File: src/rtl/step_counter.sv
// Parametrised N-bit up/down step counter over the range 0..LIMIT, with wrap or saturate
// at the boundaries, parallel load, a registered terminal-count pulse and a sticky overflow flag.
module step_counter #(
  parameter int unsigned N        = 8,
  parameter int unsigned LIMIT    = 2**N - 1,
  parameter bit          SAT_MODE = 1'b0
) (
  input  logic         clk,
  input  logic         rst,
  input  logic         ena,
  input  logic         sclr,
  input  logic         load,
  input  logic [N-1:0] load_val,
  input  logic         dir,
  input  logic [N-1:0] step,
  input  logic         clr_ovf,
  output logic [N-1:0] count,
  output logic         tc,
  output logic         ovf
);

  localparam logic [N-1:0] LimN = N'(LIMIT);
  localparam logic [N:0]   LimW = (N+1)'(LIMIT);
  localparam logic [N:0]   ModW = (N+1)'(LIMIT + 1);

  logic [N-1:0] s_eff;
  logic [N-1:0] count_d;
  logic [N:0]   sum_up;
  logic [N:0]   wrap_up;
  logic [N:0]   wrap_dn;
  logic         evt;
  logic         tc_d;
  logic         ovf_d;

  always_comb begin
    // Clamping the step to LIMIT keeps every wrap a single subtraction/addition of LIMIT+1.
    s_eff   = (step > LimN) ? LimN : step;
    sum_up  = {1'b0, count} + {1'b0, s_eff};
    wrap_up = sum_up - ModW;
    wrap_dn = {1'b0, count} + ModW - {1'b0, s_eff};
    evt     = 1'b0;
    count_d = count;

    if (sclr) begin
      count_d = '0;
    end else if (load) begin
      count_d = (load_val > LimN) ? LimN : load_val;
    end else if (ena) begin
      if (!dir) begin
        if (sum_up > LimW) begin
          evt     = 1'b1;
          count_d = SAT_MODE ? LimN : wrap_up[N-1:0];
        end else begin
          count_d = sum_up[N-1:0];
        end
      end else begin
        if (s_eff <= count) begin
          count_d = count - s_eff;
        end else begin
          evt     = 1'b1;
          count_d = SAT_MODE ? '0 : wrap_dn[N-1:0];
        end
      end
    end

    tc_d  = evt;
    // A boundary event on the same edge beats a clear request.
    ovf_d = evt | (ovf & ~clr_ovf);
  end

  // State updates on the falling edge to line up with the existing counters.
  always_ff @(negedge clk) begin
    if (rst) begin
      count <= '0;
      tc    <= 1'b0;
      ovf   <= 1'b0;
    end else begin
      count <= count_d;
      tc    <= tc_d;
      ovf   <= ovf_d;
    end
  end

endmodule

File: config.mk
export PLATFORM = sky130hd
export DESIGN_NAME = step_counter
export DESIGN_NICKNAME = d
export VERILOG_FILES = /design/src/rtl/step_counter.sv
export SDC_FILE = /design/constraint.sdc
export NUM_CORES = 1
export LEC_CHECK = 0
export CELL_PAD_IN_SITES_DETAIL_PLACEMENT = 1
export CELL_PAD_IN_SITES_GLOBAL_PLACEMENT = 2
export CORE_ASPECT_RATIO = 1.25
export CORE_UTILIZATION = 28
export CTS_CLUSTER_SIZE = 16
export DETAILED_ROUTE_END_ITERATION = 12
export GPL_TIMING_DRIVEN = 0
export PLACE_DENSITY_LB_ADDON = 0.3
export SLEW_MARGIN = 15
export SYNTH_ARGS = -nofsm -noshare
export SYNTH_HDL_FRONTEND = slang
export SYNTH_SLANG_ARGS = --single-unit
File: constraint.sdc
create_clock -name clk -period 3.85 [get_ports clk]
set_input_delay 0.385 -clock clk [delete_from_list [all_inputs] [get_ports clk]]
set_output_delay 0.385 -clock clk [all_outputs]
set_load 0.05 [all_outputs]
======== Yosys cells after proc, flatten, opt, wreduce, memory -nomap -nowiden ========
Index checks and enable logic that the tools add are counted.
word-level totals
  bits in registers ....................... 10
  input bits .............................. 23
  word-level logic and storage cells ...... 30
cells by class
  add/sub/neg operators ................... 5
  order comparisons ....................... 4
  muxes and demuxes ....................... 13
  bitwise logic cells ..................... 3
  reductions and logical operators ........ 2
operators by type and width
  operator             number
  $mux 8               7
  $gt 8x8->1 const B   2
  $sub 8x8->8          2
  $add 8x8->9          1
  $gt 9x8->1 const B   1
  $add 8x1->8 const B  1
  $le 8x8->1           1
  $sub 8x1->8 const B  1
  $mux 1               6
  $reduce_bool 2->1    1
  $reduce_or 2->1      1
  $and 1x1->1          1
  $not 1->1            1
  $or 1x1->1           1

======== Longest topological paths before layout ========
Gate-level depths: netlist of run 1.
  depth in word-level cells ............... 10
  depth in mapped cells ................... 9
  gate-level depth less buffers ........... 8

==> out/results.ini, run 1 <==
[floorplanning]
die-area_um2 = 4258
die_w_um = 58.57
initial_core_util_pct = 29.34
row_count = 25
core-area_um2 = 3816
io-pin-count = 33
die_h_um = 72.71

[place]
port_buffers = 31
pre_cts_slack_ps = -694.0
dp.cells = 229
place_hpwl_mm = 2.559
place_congestion = 0.8188

[worst_setup_path]
reg2reg_depth = 8
crit_required_ps = 2100
cp_max_fo = 3
end_kind = flip-flop
start_kind = input port
critPathKind = in -> reg
crit_arrival_ps = 2090

[pwr]
p_switching_uw = 166.9
p_seq_share_pct = 25.9
power_uw = 450.0
power.internal_uw = 283.1
p_per_area_nw_per_um2 = 254.4
clkPwrFrac_pct = 33.9
power_frac_comb_pct = 40.2
leakagePower_nw = 0.8476
switching_share_pct = 37.09
ir_worst_vdd_mv = 0.2013

[logic_synthesis]
synth_edf_count = 0
synth_top_area_cell = dfxtp_1
ys_seq_area_share_pct = 17.88
synth-main-ff-cell = dfxtp_1
synth_nets = 185
synth_top_area_share_pct = 17.88
syn_inst = 144
ys_async_sr_fraction_pct = 0
synth.area.top_cells = dfxtp_1 18%, ha_1 18%, a21oi_1 7.2%, inv_1 5.0%, nor2_1 4.4%
netlist_area_um2 = 1120
postSynthAreaPerCell_um2 = 7.777
yosysWarnings = 0
synth_seq_cells = 10
netlist_top_cells_count = 16 x a21oi_1, 16 x ha_1, 15 x inv_1, 13 x nor2_1, 10 x dfxtp_1
yosysUniqueCellTypes = 36

[timing]
worst_slew_pin_slew_ps = 521.1
slew_headroom_pct = 65.15
finClkSkew_ps = 17.13
slew_viol_final = 0
setup_ws_ps = 13.08
hold_viol = 0
setup_viol = 0
rsz0062_at_grt = yes
hold_ws_ps = 456.4

[global_route]
grt_max_degree = 11
antenna_found_initial = 0
grt_pass1_wl_mm = 5.382
overflow = 0
grt_pass1_vias = 1293
use_met2_pct = 27.71
met1_usage_pct = 19.74
grt-busiest-layer = met2
track_usage_pct = 16.08
use_met3_pct = 2.482

[cts]
cts_buffer_depth = 2
cts_hold_buf = 0
clkSinkCount = 10
clk_pin_slew_ps = 30
cts_tree = done
cts_root_buffer = clkbuf_8
clk_latency_ps = 310
cts.htree.levels = 1
cts-buffers-inserted = 3

[route]
wl_per_cell_um = 13.17
antenna_left = 0
drc = 0
dr.pass1.iters = 3
via_count = 1196
vias_per_cell = 4.746
drt_iter0_drc = 46
drt_wl_total_mm = 3.319

[hold_path]
hold_path_class = reg -> reg
hold_depth = 1

[finish]
drive_gt1_share_pct = 22.73
layoutNonFillerInstCount = 252
nNetsFinal = 240
n_antenna_cell = 0
area_growth_pct = 57.99

[run_status]
status = complete, no violations

[run]
maxCapViolations = 0

-- critical path: stages --
cell and delay (ps):
clkdlybuf4s15_2 200, inv_2 60, ha_4 190, buf_6 120
a21o_1 190, or3_4 380, o21ai_2 140, o211ai_1 120
xnor2_1 190, o22ai_1 110
-- layout make-up --
type	instances	area (µm²)
inverters	14	52.55
multi-input cells	110	927.1
clock buffers	3	41.29
flip-flops and latches	10	200.2
well taps	54	67.56
plain buffers	8	58.81
clock inverters	11	42.54
fillers	473	2047
repair buffers	42	379.1
-- registers in the layout (all words and copies together) (netlist names) --
register	flops
count	8
ovf	1
tc	1
-- final timing paths --
kind                                       startpoint               endpoint  slack, ps
worst min-delay path                   ovf$_SDFF_NP0_         ovf$_SDFF_NP0_        460
worst max-delay path                          step[4]  count[7]$_SDFFE_NP0P_         10
worst min register to register         ovf$_SDFF_NP0_         ovf$_SDFF_NP0_        460
worst max register to register  count[4]$_SDFFE_NP0P_  count[7]$_SDFFE_NP0P_       1780
-- metal layers --
layer	vias to the layer above	wire, µm
met5	-	0
met4	0	33
met3	4	104
met2	25	1671
met1	558	1510
li1	609	-
-- logic make-up after synthesis --
| kind of cell | synth area share, % |
|---|---|
| AOI/OAI and AO/OA | 25.03 |
| xor gates and xnor gates | 3.910 |
| adders and majority gates | 21.45 |
| buffers and inverters | 10.28 |
| DFF | 17.88 |
| muxes | 3.576 |
| and+or+nand+nor | 17.88 |
-- through the flow --
step | area (µm²) | utilization [%] | TNS [ps]
global placement | 1498 | 39.25 | -4566
floorplan | 1120 | - | 0
detailed placement | 1498 | 39.25 | -4774
global route | 1769 | 46.36 | -70.87
CTS | 1708 | 44.75 | -33.21
finish | 1769 | 46.36 | 0
-- power by group through the flow --
| stage | sequential, mW | combinational (mW) | clock [mW] |
|---|---|---|---|
| floorplan | 0.132 | 0.0831 | 0.0176 |
| global placement | 0.116 | 0.152 | 0.0176 |
| detailed placement | 0.117 | 0.155 | 0.0176 |
| CTS | 0.116 | 0.172 | 0.162 |
| global route | 0.117 | 0.196 | 0.175 |
| finish | 0.117 | 0.181 | 0.152 |
-- layout by cell type, fill, tap and decap left out, types with 4 or more instances in the layout --
cell              n
xnor2_1           5
ha_4              5
inv_1            22
nor2b_1           4
clkdlybuf4s50_1  18
nor2_1           13
ha_1             11
a211oi_1          4
a21oi_1          14
dlygate4sd2_1     6
o21ai_0           4
dfxtp_1          10
buf_4            12
mux2i_1           4
-- repair_timing --
action,4_1_cts,5_1_grt
gates resized for setup,31,16
setup buffers,9,2
setup endpoints to repair,10,8
pin swaps,17,10
Power figures use the tool's default switching activity.
==> run 2: changes to the inputs <==
clock period = 4.7 ns   (was 3.85 ns; I/O delays follow)
==> run 2 against run 1 <==
Compared with the run above: register-to-register slack better by 900 ps; utilization is 3.4 points lower; sequential share of layout area is 0.89 points higher; global-route usage is 0.80 points lower; worst setup slack better by 68 ps; highest routed layer unchanged.
==> out/results.ini, run 2 (same netlist as run 1, synthesis figures left out) <==
[place]
postPlaceCellArea_um2 = 1498
place_congestion = 0.8188
place_hpwl_mm = 2.559
port_buffers = 31

[floorplanning]
row_count = 25
die-area_um2 = 4258
die_h_um = 72.71
initial_core_util_pct = 29.34
die_w_um = 58.57
core-area_um2 = 3816
io-pin-count = 33

[global_route]
antenna_found_initial = 0
track_usage_pct = 15.28
grt_pass1_vias = 1229
grt_pass1_wl_mm = 5.126
overflow = 0
grt_max_degree = 11

[pwr]
clkPwrFrac_pct = 35.5
p_switching_uw = 130.8
p_per_area_nw_per_um2 = 214.9
ir_worst_vdd_mv = 0.1642
switching_share_pct = 37.09
power_frac_comb_pct = 37.7
power_uw = 352.6
leakagePower_nw = 0.7426
power.internal_uw = 221.8
p_seq_share_pct = 26.8

[cts]
clk_pin_slew_ps = 30
cts_buffer_depth = 2
cts_root_buffer = clkbuf_8
cts_hold_buf = 0
cts-buffers-inserted = 3
clk_latency_ps = 310
clkSinkCount = 10
cts_tree = done
cts.htree.levels = 1

[finish]
largest-register = count
layout_common_cells = 28 x clkdlybuf4s50_1, 24 x inv_1, 16 x a21oi_1
n_antenna_cell = 0
layout_commonest_cell = clkdlybuf4s50_1
nNetsFinal = 231
area_growth_pct = 46.48
largest_reg_flops = 8
stdcell_area_um2 = 1640
drive_gt1_share_pct = 11.11
finalCoreUtilization_pct = 42.98
largest_registers = count (8), ovf (1), tc (1)

[route]
wl_per_cell_um = 12.99
drt_iter0_drc = 19
m1WireLength_mm = 1.458
wl_met3_um = 113
route.top_layer_used = met4
antenna_left = 0
dr.pass1.iters = 4
drt_wl_total_mm = 3.157
via_count = 1152
vias_per_cell = 4.741
met2_length_mm = 1.572
drc = 0

[worst_setup_path]
cp_max_fo = 8
critPathKind = in -> reg
start_kind = input port
crit_required_ps = 2530
end_kind = flip-flop
crit_arrival_ps = 2450

[timing]
worst_slew_pin_slew_ps = 518.1
slew_viol_final = 0
setup_viol = 0
hold_viol = 0
slew_headroom_pct = 65.35
setup_tns_ps = 0
finClkSkew_ps = 18.22

[run]
maxCapViolations = 0

[hold_path]
hold_path_class = reg -> reg

[run_status]
status = complete, no violations

-- run 2: path summary, 6_finish.rpt --
path	startpoint	endpoint	slack, ps	depth (start not counted)
setup / recovery	step[2]	count[3]$_SDFFE_NP0P_	80	10
hold / removal	ovf$_SDFF_NP0_	ovf$_SDFF_NP0_	450	1
setup reg to reg	count[0]$_SDFFE_NP0P_	ovf$_SDFF_NP0_	2680	8
hold reg to reg	ovf$_SDFF_NP0_	ovf$_SDFF_NP0_	450	1
-- run 2: final cells by class --
type	instances	area, µm²
Buffer	8	58.81
Fill cell	474	2176
Timing Repair Buffer	33	329.1
Inverter	14	52.55
Clock buffer	3	41.29
Multi-Input combinational cell	110	848.3
Tap cell	54	67.56
Sequential cell	10	200.2
Clock inverter	11	42.54
-- run 2: power groups by stage --
stage,clock network (mW),logic [mW],registers [mW]
2_1_floorplan,0.0144,0.0681,0.108
3_3_place_gp,0.0144,0.125,0.0953
3_5_place_dp,0.0144,0.127,0.0956
4_1_cts,0.132,0.128,0.0946
5_1_grt,0.143,0.144,0.0951
6_report,0.125,0.133,0.0945
-- run 2: metrics by stage --
step                setup WS [ps]  cells  hold WS [ps]
finish                      80.96    243         455.0
global route               -27.70    243         479.2
CTS                         8.032    242         456.8
detailed placement         -354.0    229         444.5
global placement           -320.9    229         437.2
floorplan                   355.8    144         722.9
-- run 2: worst max-delay path: stages --
cell,delay (ps)
clkdlybuf4s50_1,480
inv_1,50
ha_1,270
buf_6,140
or3b_1,360
a31oi_1,150
a31oi_1,80
xnor2_1,160
a211oi_1,90
a31o_1,190
-- run 2: metal layers --
layer | vias up | track usage, %
li1 | 593 | -
met1 | 531 | 19.00
met2 | 26 | 25.80
met3 | 2 | 2.482
met4 | 0 | 6.614
met5 | - | 0
-- run 2: what timing repair did --
action                                  in CTS  in global routing
buffers inserted                             0                  2
gates cloned                                 0                  0
pin swaps                                    0                 10
endpoints found under the setup margin       2                  4
gates resized for setup                      3                 11
